File: src/rtl/alu_pkg.sv
// Shared op codes, FSM state encoding and op helpers for the sequential ALU.
package alu_pkg;

    typedef enum logic [2:0] {
        OP_AND = 3'b000,
        OP_OR  = 3'b001,
        OP_NOT = 3'b010,
        OP_ADD = 3'b011,
        OP_SUB = 3'b100,
        OP_XOR = 3'b101,
        OP_SHL = 3'b110,
        OP_SHR = 3'b111
    } op_e;

    typedef enum logic [1:0] {
        ST_IDLE  = 2'd0,
        ST_SHIFT = 2'd1,
        ST_DONE  = 2'd2
    } state_e;

    function automatic logic is_shift(input logic [2:0] op);
        return op[2] & op[1];
    endfunction

endpackage

File: src/rtl/alu_nbit_comb.sv
// Combinational WIDTH-bit logic/arithmetic slice. Shift codes pass a through
// unchanged so a zero-length shift can reuse this path.
module alu_nbit_comb
    import alu_pkg::*;
#(
    parameter int WIDTH = 8
) (
    input  logic [2:0]       op,
    input  logic [WIDTH-1:0] a,
    input  logic [WIDTH-1:0] b,
    output logic [WIDTH-1:0] y,
    output logic             carry,
    output logic             overflow
);

    logic [WIDTH:0] sum_add;
    logic [WIDTH:0] sum_sub;

    // Subtraction as a + ~b + 1 so carry-out reads as "no borrow".
    assign sum_add = {1'b0, a} + {1'b0, b};
    assign sum_sub = {1'b0, a} + {1'b0, ~b} + {{WIDTH{1'b0}}, 1'b1};

    always_comb begin
        y        = a;
        carry    = 1'b0;
        overflow = 1'b0;
        case (op)
            OP_AND: y = a & b;
            OP_OR:  y = a | b;
            OP_NOT: y = ~a;
            OP_ADD: begin
                y        = sum_add[WIDTH-1:0];
                carry    = sum_add[WIDTH];
                overflow = (a[WIDTH-1] == b[WIDTH-1]) & (sum_add[WIDTH-1] != a[WIDTH-1]);
            end
            OP_SUB: begin
                y        = sum_sub[WIDTH-1:0];
                carry    = sum_sub[WIDTH];
                overflow = (a[WIDTH-1] != b[WIDTH-1]) & (sum_sub[WIDTH-1] != a[WIDTH-1]);
            end
            OP_XOR: y = a ^ b;
            default: y = a;
        endcase
    end

endmodule

File: src/rtl/alu_nbit_seq.sv
// Sequential WIDTH-bit ALU: registered result/flags, bit-serial shifter,
// valid/ready handshakes on operand and result sides.
//   state    | meaning
//   ST_IDLE  | in_ready high, waiting for an operand
//   ST_SHIFT | shifting result one bit per cycle, cnt down to terminal count 1
//   ST_DONE  | out_valid high, result held until out_ready
module alu_nbit_seq
    import alu_pkg::*;
#(
    parameter int WIDTH = 8
) (
    input  logic             clk,
    input  logic             rst_n,
    input  logic             in_valid,
    output logic             in_ready,
    input  logic [2:0]       op,
    input  logic [WIDTH-1:0] a,
    input  logic [WIDTH-1:0] b,
    output logic             out_valid,
    input  logic             out_ready,
    output logic [WIDTH-1:0] result,
    output logic             zero,
    output logic             carry,
    output logic             overflow,
    output logic             busy
);

    localparam int SHW = $clog2(WIDTH);

    state_e           state, nstate;
    logic [SHW-1:0]   cnt;
    logic             shr_q;
    logic [SHW-1:0]   shamt;
    logic             start_shift;
    logic [WIDTH-1:0] comb_y;
    logic             comb_c;
    logic             comb_v;
    logic [WIDTH-1:0] shifted;
    logic             shift_out;

    alu_nbit_comb #(.WIDTH(WIDTH)) u_comb (
        .op       (op),
        .a        (a),
        .b        (b),
        .y        (comb_y),
        .carry    (comb_c),
        .overflow (comb_v)
    );

    assign shamt       = b[SHW-1:0];
    assign start_shift = is_shift(op) && (shamt != '0);

    assign shifted   = shr_q ? {1'b0, result[WIDTH-1:1]} : {result[WIDTH-2:0], 1'b0};
    assign shift_out = shr_q ? result[0] : result[WIDTH-1];

    assign in_ready  = (state == ST_IDLE);
    assign busy      = (state == ST_SHIFT);
    assign out_valid = (state == ST_DONE);

    always_comb begin
        nstate = state;
        case (state)
            ST_IDLE:  if (in_valid) nstate = start_shift ? ST_SHIFT : ST_DONE;
            ST_SHIFT: if (cnt == {{(SHW-1){1'b0}}, 1'b1}) nstate = ST_DONE;
            ST_DONE:  if (out_ready) nstate = ST_IDLE;
            default:  nstate = ST_IDLE;
        endcase
    end

    always_ff @(posedge clk or negedge rst_n) begin
        if (!rst_n) state <= ST_IDLE;
        else        state <= nstate;
    end

    always_ff @(posedge clk or negedge rst_n) begin
        if (!rst_n) begin
            result   <= '0;
            zero     <= 1'b0;
            carry    <= 1'b0;
            overflow <= 1'b0;
            cnt      <= '0;
            shr_q    <= 1'b0;
        end else begin
            case (state)
                ST_IDLE: if (in_valid) begin
                    if (start_shift) begin
                        result   <= a;
                        zero     <= (a == '0);
                        carry    <= 1'b0;
                        overflow <= 1'b0;
                        cnt      <= shamt;
                        shr_q    <= op[0];
                    end else begin
                        result   <= comb_y;
                        zero     <= (comb_y == '0);
                        carry    <= comb_c;
                        overflow <= comb_v;
                    end
                end
                ST_SHIFT: begin
                    result <= shifted;
                    zero   <= (shifted == '0);
                    carry  <= shift_out;
                    cnt    <= cnt - 1'b1;
                end
                default: ;
            endcase
        end
    end

endmodule
File: config.mk
export PLATFORM = sky130hd
export DESIGN_NAME = alu_nbit_seq
export DESIGN_NICKNAME = d
export VERILOG_FILES = /design/src/rtl/alu_pkg.sv /design/src/rtl/alu_nbit_comb.sv /design/src/rtl/alu_nbit_seq.sv
export SDC_FILE = /design/constraint.sdc
export NUM_CORES = 1
export LEC_CHECK = 0
export ABC_CLOCK_PERIOD_IN_PS = 1700
export CAP_MARGIN = 20
export CORE_MARGIN = 3
export CORE_UTILIZATION = 40
export CTS_CLUSTER_SIZE = 10
export DETAILED_ROUTE_END_ITERATION = 8
export PLACE_DENSITY_LB_ADDON = 0.1
export SETUP_SLACK_MARGIN = 0.15
export SLEW_MARGIN = 20
export SYNTH_ARGS = -nofsm -noshare
export SYNTH_HDL_FRONTEND = slang
export SYNTH_SLANG_ARGS = --single-unit
File: constraint.sdc
create_clock -name clk -period 1.7 [get_ports clk]
set_input_delay 0.34 -clock clk [delete_from_list [all_inputs] [get_ports clk]]
set_output_delay 0.34 -clock clk [all_outputs]
set_load 0.005 [all_outputs]
==> metrics.csv, run 1 <==
metric,value,unit
status,finished with violations,
violations,setup timing,
synth_fa_ha_area_share,15.8,%
synth_area_leaders,"dfrtp_1 18%, ha_1 14%, a21oi_1 6.3%",
r2r_cells,6,
grt_pass1_vias,3027,
pre_cts_ws,-1330,ps
cp-endpoint,result[5]$_DFFE_PN0P_,
postLayoutCoreUtil,79.0,%
cts-hold-fix-buffers,0,
worstReg2RegStart,result[4]$_DFFE_PN0P_,
crit_required,1890,ps
rsz0062_at_grt,true,
vias,3107,
yosysTopAreaCell,dfrtp_1,
synth-compound-area-share,34.0,%
start_util,41.8,%
dieArea,6730,µm²
die_w,82.1,µm
fin_skew,2.24,ps
min_period,2250,ps
cts_sinks,17,
dp_hpwl,6.38,mm
ant_nets,0,
syn_to_final_growth,89.2,%
synthMuxAreaShare,3.52,%
period_share,132,%
tritoncts,built,
layout.nets,527,
routed_wl,9.11,mm
cp_max_fo,6,
cts-root-buf,clkbuf_8,
htree_levels,1,
synth_edf_count,0,
grt-ovfl-total,0,
hp-class,in2async,
grt_pass1_wl,14.0,mm
power_leakage,0.00197,µW
worstSkewPairLatency,250,ps
worst_pin_slew,541,ps
drive_above_1_share,52.8,%
drt_pass1_iterations,5,
yosys.area_share.simple,18.9,%
io_pins,37,
rr_endpoint,zero$_DFFE_PN0P_,
synth_most_common_cell,nor2_1,
finalWorstSetupSlack,-547,ps
wl_per_cell,16.7,µm
ys_types,56,
cap_violations,0,
synth_top_family_by_area,compound AO/OA/AOI/OAI gates,
slew_headroom,63.5,%
ys_top_cells_by_count,"36 x nor2_1, 31 x inv_1, 29 x a21oi_1, 26 x ha_1, 19 x nand2_1",
timing.fmax,445,MHz
yosys_warnings,0,
port_buffers,36,
syn-cell-area,2310,µm²
critPathKind,in2reg,
via_per_inst,5.68,
synth.yosys.seq_area_share,18.4,%
numCtsBuffers,3,
reg2reg_slack,-170,ps
gp_congestion,0.975,
fp.dieH,82.1,µm
ys.flop_type,dfrtp_1,
drv_slew,0,
synthesis.nets,361,
drt_iter0_drc,170,
clk_path_buf_depth,2,
synth_xor_xnor_area_share,1.51,%
ir_worst_vdd,0.681,mV
critical_path_arrival,2440,ps
dpl.cell_count,506,
drc_errors,0,
power_density,823,nW/µm²
synth_seq_cells,17,
setup.worst_path.start,a[1],
fin_cells,547,
holdWs,415,ps
rows,27,
synth_cells,310,
yosys.area.top_type_share,18.4,%
setup_violations,10,
coreArea,5540,µm²
finalHoldViolations,0,
antenna_found_initial,0,
postSynthAreaPerCell,7.46,µm²
async_flop_share,100,%
clk_pin_slew_worst_paths,60,ps
start_kind,input port,
setup.worst_path.end_class,flop,
antenna_cells,0,
grt_max_degree,18,
grtUsageTotal,26.3,%
[what timing repair did]
item | 4_1_cts | 5_1_grt
resized for setup | 147 | 35
hold endpoints to repair | 0 | 0
cloned | 0 | 0
setup endpoints to repair | 27 | 17
pin swaps | 45 | 28
setup buffers | 29 | 8
[sequential cells by signal, summed over array words and instances, names as in the netlist]
name,cells
carry,1
shr_q,1
cnt,3
zero,1
overflow,1
state,2
result,8
[worst max-delay path, cell delays in order]
cell and delay, ps:
buf_8 100, buf_4 170, ha_4 180, a211oi_4 290, nor2_2 80, or4_4 540, a32oi_2 260, o22ai_2 130
a21oi_2 160, o221a_2 200
[power by group]
part	internal, µW	switching, µW
logic	1370	1170
clock network	166	134
registers	601	157
total	2140	1460
[area by class of cell]
cell class | instances | area [µm²]
multi-input cells | 246 | 2180
repair buffers | 176 | 1480
fillers | 387 | 1160
flip-flops and latches | 17 | 425
inverters | 32 | 159
well taps | 72 | 90.1
clock buffers | 4 | 45.0
[kinds of logic (layout without fill, tap and decap cells)]
group                      Yosys count  in the layout
AOI/OAI and AO/OA                  113            113
muxes                                8              8
buffers and inverters               47            212
and+or+nand+nor                     93             93
DFF                                 17             17
xor gates and xnor gates             4              4
adders and majority gates           28             28
[cell usage in the layout, fill, tap and decap left out, drive strengths merged, types with 3 or more instances in the layout]
cell type | netlist | layout
a211oi | 8 | 8
a21o | 5 | 5
a21oi | 29 | 29
a221oi | 6 | 6
a2bb2oi | 3 | 3
a311oi | 3 | 3
a31oi | 6 | 6
buf | 6 | 152
clkbuf | 9 | 7
clkdlybuf4s50 | 0 | 7
dfrtp | 17 | 17
dlygate4sd2 | 0 | 12
ha | 26 | 26
inv | 31 | 30
mux2i | 7 | 7
nand2 | 19 | 19
nand3 | 4 | 4
nor2 | 36 | 36
nor2b | 3 | 3
nor3 | 12 | 12
o21ai | 16 | 16
o221a | 4 | 4
o22ai | 5 | 5
o311ai | 3 | 3
o31ai | 6 | 6
or2 | 3 | 3
or4 | 4 | 4
xnor2 | 3 | 3
[stage by stage]
| step | cell area, µm² | setup TNS (ps) | total power (µW) |
|---|---|---|---|
| floorplan | 2520 | -3000 | 1830 |
| global placement | 3670 | -14000 | 2920 |
| detailed placement | 3670 | -14470 | 2970 |
| CTS | 4210 | -3510 | 3440 |
| global route | 4380 | -4770 | 3850 |
| finish | 4380 | -3940 | 3600 |
[worst min-delay path by stage]
stage                                      end  slack (ps)  depth (start not counted)
after CTS                   cnt[1]$_DFFE_PN0P_         420                          2
final                       cnt[1]$_DFFE_PN0P_         410                          2
after global routing        cnt[1]$_DFFE_PN0P_         450                          2
after floorplan              carry$_DFFE_PN0P_          40                          0
after global placement       carry$_DFFE_PN0P_         450                          2
after detailed placement  state[1]$_DFFE_PN0P_         470                          1
[metal layers]
layer  up-vias  routed length, µm  track usage, %
met5         -                  0               0
met4         0                218            10.1
met3        22                493            1.97
met2       142               4580            46.7
met1      1464               3820            32.9
li1       1479                  -               -
(Power assumes the default switching activity.)
==> inputs of run 2 (changes only) <==
Settings changed: CORE_UTILIZATION 40 to 45, TNS_END_PERCENT set to 30.
==> run 2 against run 1 <==
Net effect: register-to-register slack worse by 30 ps; non-clock buffer count is 17 lower; hold slack worse by 1.4 ps; clock skew is 3.4 ps higher; final area is 5.7% lower; combinational power is 5% lower; the run still ends with setup timing left; global-route usage is 6.0 points higher; fmax is 5.5% lower; routed wire length is 7.2% higher; sequential power hardly changed; first-iteration DRC count is 120% higher; sequential share of layout area is 0.58 points higher; largest cell class unchanged.
==> metrics.csv, run 2 (synthesis gave the netlist of run 1 again) <==
metric,value,unit
clk_path_buf_depth,2,
grt_max_degree,18,
gp_congestion,0.937,
final_cell_mix,"105 x buf_4, 28 x nor2_1, 22 x a21oi_1",
start_util,47.7,%
ant_nets,0,
worstSkewPairLatency,260,ps
setup.worst_path.end_class,flop,
min_period,2380,ps
combPwrFrac,69.3,%
slew_headroom,67.6,%
critical_path_arrival,2510,ps
grt-ovfl-total,0,
rsz0062_at_grt,true,
cap_violations,0,
drt_iter0_drc,371,
drv_slew,0,
fin_cells,525,
finalWorstSetupSlack,-678,ps
r2r_cells,6,
tritoncts,built,
p_sw,1480,µW
critPathKind,in2reg,
ir_worst_vdd,0.954,mV
violations,setup timing,
wl_met3,861,µm
vias,3253,
clk_pin_slew_worst_paths,70,ps
drive_above_1_share,48.5,%
power_leakage,0.00187,µW
syn_to_final_growth,78.5,%
antenna_found_initial,0,
fin_skew,5.62,ps
wl_met1,3.85,mm
grt_pass1_vias,3186,
htree_levels,1,
start_kind,input port,
drt_pass1_iterations,6,
postLayoutCoreUtil,85.2,%
coreArea,4850,µm²
hp-class,in2async,
max_flop_register,result,
dp_hpwl,6.83,mm
seqPwrFrac,21.7,%
worst_pin_slew,474,ps
grt_pass1_wl,15.7,mm
cts-root-buf,clkbuf_8,
reg_top3,"result: 8 flops, cnt: 3 flops, state: 2 flops",
antenna_cells,0,
worstReg2RegStart,result[6]$_DFFE_PN0P_,
dpl.cell_count,506,
rr_endpoint,zero$_DFFE_PN0P_,
via_per_inst,6.20,
layout.nets,510,
holdWs,413,ps
timing.fmax,421,MHz
port_buffers,36,
power_switching_share,42.3,%
fp.dieH,77.7,µm
grtUsageTotal,32.3,%
routed_wl,9.77,mm
intPower,2010,µW
reg2reg_slack,-200,ps
numCtsBuffers,3,
drc_errors,0,
io_pins,37,
finalHoldViolations,0,
cp_max_fo,3,
dr_wl_met2,4.62,mm
final_common_cell,buf_4,
crit_required,1830,ps
setup_violations,11,
power_frac_clock,9.0,%
top_layer,met4,
die_w,77.7,µm
power_density,845,nW/µm²
dieArea,6040,µm²
wl_per_cell,18.6,µm
period_share,140,%
largest_register_ffs,8,
rows,25,
status,finished with violations,
pre_cts_ws,-1400,ps
cts_sinks,17,
cts-hold-fix-buffers,0,
## run 2: cell count changes in the layout (fill, tap and decap cells not counted), moves of 3 or more
cell           previous run  this run
a21oi_2                  10         6
buf_6                    28        19
dlygate4sd2_1            12        19
ha_2                      2         5
ha_4                     13        10
buf_4                   117       105
a21oi_1                  19        22
## run 2: worst max path at each step
stage | start | endpoint | slack (ps) | cells past startpoint
2_1_floorplan | a[4] | result[7]$_DFFE_PN0P_ | -550 | 10
3_3_place_gp | a[0] | zero$_DFFE_PN0P_ | -1270 | 12
3_5_place_dp | a[0] | zero$_DFFE_PN0P_ | -1400 | 12
4_1_cts | a[0] | zero$_DFFE_PN0P_ | -840 | 12
5_1_grt | a[0] | zero$_DFFE_PN0P_ | -730 | 13
6_report | a[0] | zero$_DFFE_PN0P_ | -680 | 15
## run 2: cell type report
cell class                      count  area, µm²
Clock inverter                      1       5.00
Sequential cell                    17        425
Inverter                           32        155
Multi-Input combinational cell    246       2120
Clock buffer                        3       41.3
Tap cell                           67       83.8
Timing Repair Buffer              159       1300
Fill cell                         287        719
## run 2: repair_timing
action | CTS | global route
setup buffers | 11 | 4
setup endpoints to repair | 27 | 20
pin swaps | 52 | 25
resized for setup | 128 | 19
## run 2: through the flow
stage	instance area, µm²	TNS (ps)	total power (µW)
5_1_grt	4130	-6010	3730
3_5_place_dp	3640	-14430	2990
6_report	4130	-5280	3490
3_3_place_gp	3640	-13450	2940
4_1_cts	4030	-5960	3370
2_1_floorplan	2460	-3630	1810
## run 2: metal layers
| metal | vias up | global-route usage, % |
|---|---|---|
| met1 | 1499 | 42.0 |
| met4 | 0 | 13.9 |
| met2 | 232 | 53.5 |
| met5 | - | 0 |
| met3 | 68 | 3.94 |
| li1 | 1454 | - |
## run 2: power groups by stage
stage	Clock (µW)	Combinational [µW]	Sequential, µW
floorplan	0	1020	787
global placement	0	2190	748
detailed placement	0	2230	755
CTS	318	2300	749
global route	335	2610	783
finish	313	2420	757
## run 2: worst max-delay path: stages
cell and delay [ps]:
buf_6 70, buf_6 120, buf_6 100, buf_6 90
ha_4 140, a211oi_2 60, buf_4 140, buf_6 110
or3_4 340, a211oi_2 220, a2bb2oi_2 190, a311oi_2 80
buf_4 160, o311ai_4 270, o31ai_2 90
==> inputs of run 3 (changes only) <==
Settings changed: REMOVE_ABC_BUFFERS set to 1.
==> run 3 against run 2 <==
Net effect: the flow still finishes with violations (setup timing); final area grew 2.8%; core utilization grew 2.4 points; sequential power grew 2%; total power grew 2.4%; setup slack lost 68 ps; hold slack lost 1.6 ps; first-iteration DRC count shrank 3.5%; die area is the same.
==> metrics.csv, run 3 (synthesis gave the netlist of run 1 again) <==
metric,value,unit
p_total,3570,µW
vias,3589,
grt_max_degree,24,
violations,setup timing,
max_flop_register,result,
htree_levels,1,
worstReg2RegStart,result[4]$_DFFE_PN0P_,
cap_violations,0,
critical-path-top-delay-family,compound AO/OA/AOI/OAI gates,
slew_headroom,50.3,%
antenna_found_initial,0,
crit_chain,buf_8 > inv_6 > ha_4 > fa_2 > o21ba_4 > or4_4 > a31oi_4 > a32oi_2 > o22ai_2 > o311ai_1 > o31ai_1,
grtUsageTotal,36.4,%
power_density,841,nW/µm²
critPathKind,in2reg,
postLayoutCellArea,4250,µm²
setup.worst_path.end_class,flop,
slowest_delay,490,ps
fill_cells,239,
power_leakage,0.00190,µW
rr_endpoint,zero$_DFFE_PN0P_,
power_frac_clock,8.5,%
worst_pin_slew,744,ps
p_sw,1550,µW
finalHoldViolations,0,
io_pins,37,
numCtsBuffers,3,
critical_path_arrival,2600,ps
r2r_cells,6,
dp_hpwl,6.41,mm
drc_errors,0,
dieArea,6040,µm²
cts_sinks,17,
final_cell_mix,"112 x buf_4, 30 x nor2_1, 26 x a21oi_1, 22 x buf_6, 19 x nand2_1",
critPathSlowestCell,or4_4,
crit_required,1860,ps
tritoncts,built,
combPwrFrac,69.8,%
rows,25,
rsz0062_at_grt,true,
intPower,2020,µW
fin_skew,6.97,ps
postLayoutCoreUtil,87.6,%
timing.fmax,409,MHz
setup_violations,11,
place_area,3560,µm²
crit_buf_inv,2,
start_util,47.7,%
antenna_cells,0,
via_per_inst,6.75,
worstSkewPairLatency,250,ps
grt-ovfl-total,0,
coreArea,4850,µm²
drt_pass1_iterations,5,
drive_above_1_share,49.2,%
finalWorstSetupSlack,-746,ps
die_w,77.7,µm
cts-root-buf,clkbuf_8,
gp_congestion,0.946,
clk_path_buf_depth,2,
ant_nets,0,
drv_slew,0,
min_period,2450,ps
drt_iter0_drc,358,
start_kind,input port,
status,finished with violations,
routed_wl,12.6,mm
hp-class,in2async,
fp.dieH,77.7,µm
largest_register_ffs,8,
period_share,144,%
syn_to_final_growth,83.5,%
cp_max_fo,3,
cts-hold-fix-buffers,0,
final_common_cell,buf_4,
grt_pass1_wl,17.7,mm
ir_worst_vdd,0.530,mV
clk_pin_slew_worst_paths,70,ps
wl_per_cell,23.6,µm
reg2reg_slack,-230,ps
power_switching_share,43.4,%
grt_pass1_vias,3475,
layout.nets,517,
seqPwrFrac,21.7,%
reg_top3,"result: 8 flops, cnt: 3 flops, state: 2 flops",
port_buffers,36,
setup.worst_path.start,a[0],
[run 3: changes by cell type in the layout (fill, tap and decap cells not counted), moves of 3 or more]
cell           delta
buf_4             +7
a21oi_2           -6
a21oi_1           +4
buf_6             +3
dlygate4sd2_1     -3
ha_4              +3
nor2_2            -3
[run 3: power by group through the flow]
stage,sequential [µW],combinational [µW],clock [µW]
after global placement,763,2090,0
after detailed placement,769,2110,0
after global routing,793,2650,327
final,774,2490,305
after floorplan,831,885,0
after CTS,767,2260,311
[run 3: worst max-delay path by stage]
stage                                       end  depth (start not counted)
after floorplan                zero$_DFFE_PN0P_                         10
after global placement         zero$_DFFE_PN0P_                         11
after detailed placement       zero$_DFFE_PN0P_                         11
after CTS                      zero$_DFFE_PN0P_                         11
after global routing      result[1]$_DFFE_PN0P_                          9
final                          zero$_DFFE_PN0P_                         11
[run 3: through the flow]
step / cells / hold WS [ps] / setup WS [ps] / TNS [ps]
2_1_floorplan: 295 / 44.4 / -738 / -4320
3_3_place_gp: 513 / 456 / -1330 / -14310
3_5_place_dp: 513 / 476 / -1470 / -15010
4_1_cts: 531 / 415 / -613 / -4040
5_1_grt: 532 / 423 / -755 / -6380
6_report: 532 / 412 / -746 / -5820
[run 3: what timing repair did]
item	in CTS	in global routing
pin swaps	53	12
resized for setup	180	20
endpoints found under the setup margin	27	18
buffers inserted	14	1
[run 3: metal layers]
metal / share of wire [%] / GRT usage (%) / vias to the layer above
met3: 11 / 5.80 / 137
met5: 0 / 0 / -
li1: - / - / 1452
met2: 46 / 63.3 / 360
met1: 34 / 41.5 / 1640
met4: 9.8 / 22.1 / 0
[run 3: area by class of cell]
type | instances | area (µm²) | area share (%)
multi-input combinational | 246 | 2180 | 51.3
sequential | 17 | 425 | 10.0
inverter | 32 | 134 | 3.15
timing repair buffer | 166 | 1380 | 32.5
clock buffer | 4 | 45.0 | 1.06
tap | 67 | 83.8 | 1.97
[run 3: worst register-to-register path, stage by stage (launching register included)]
cell     delay, ps
dfrtp_1        380
or4_1          520
nor3_1         310
nor2_1          70
a21oi_1        220
nand4_1        130
o31ai_1        200
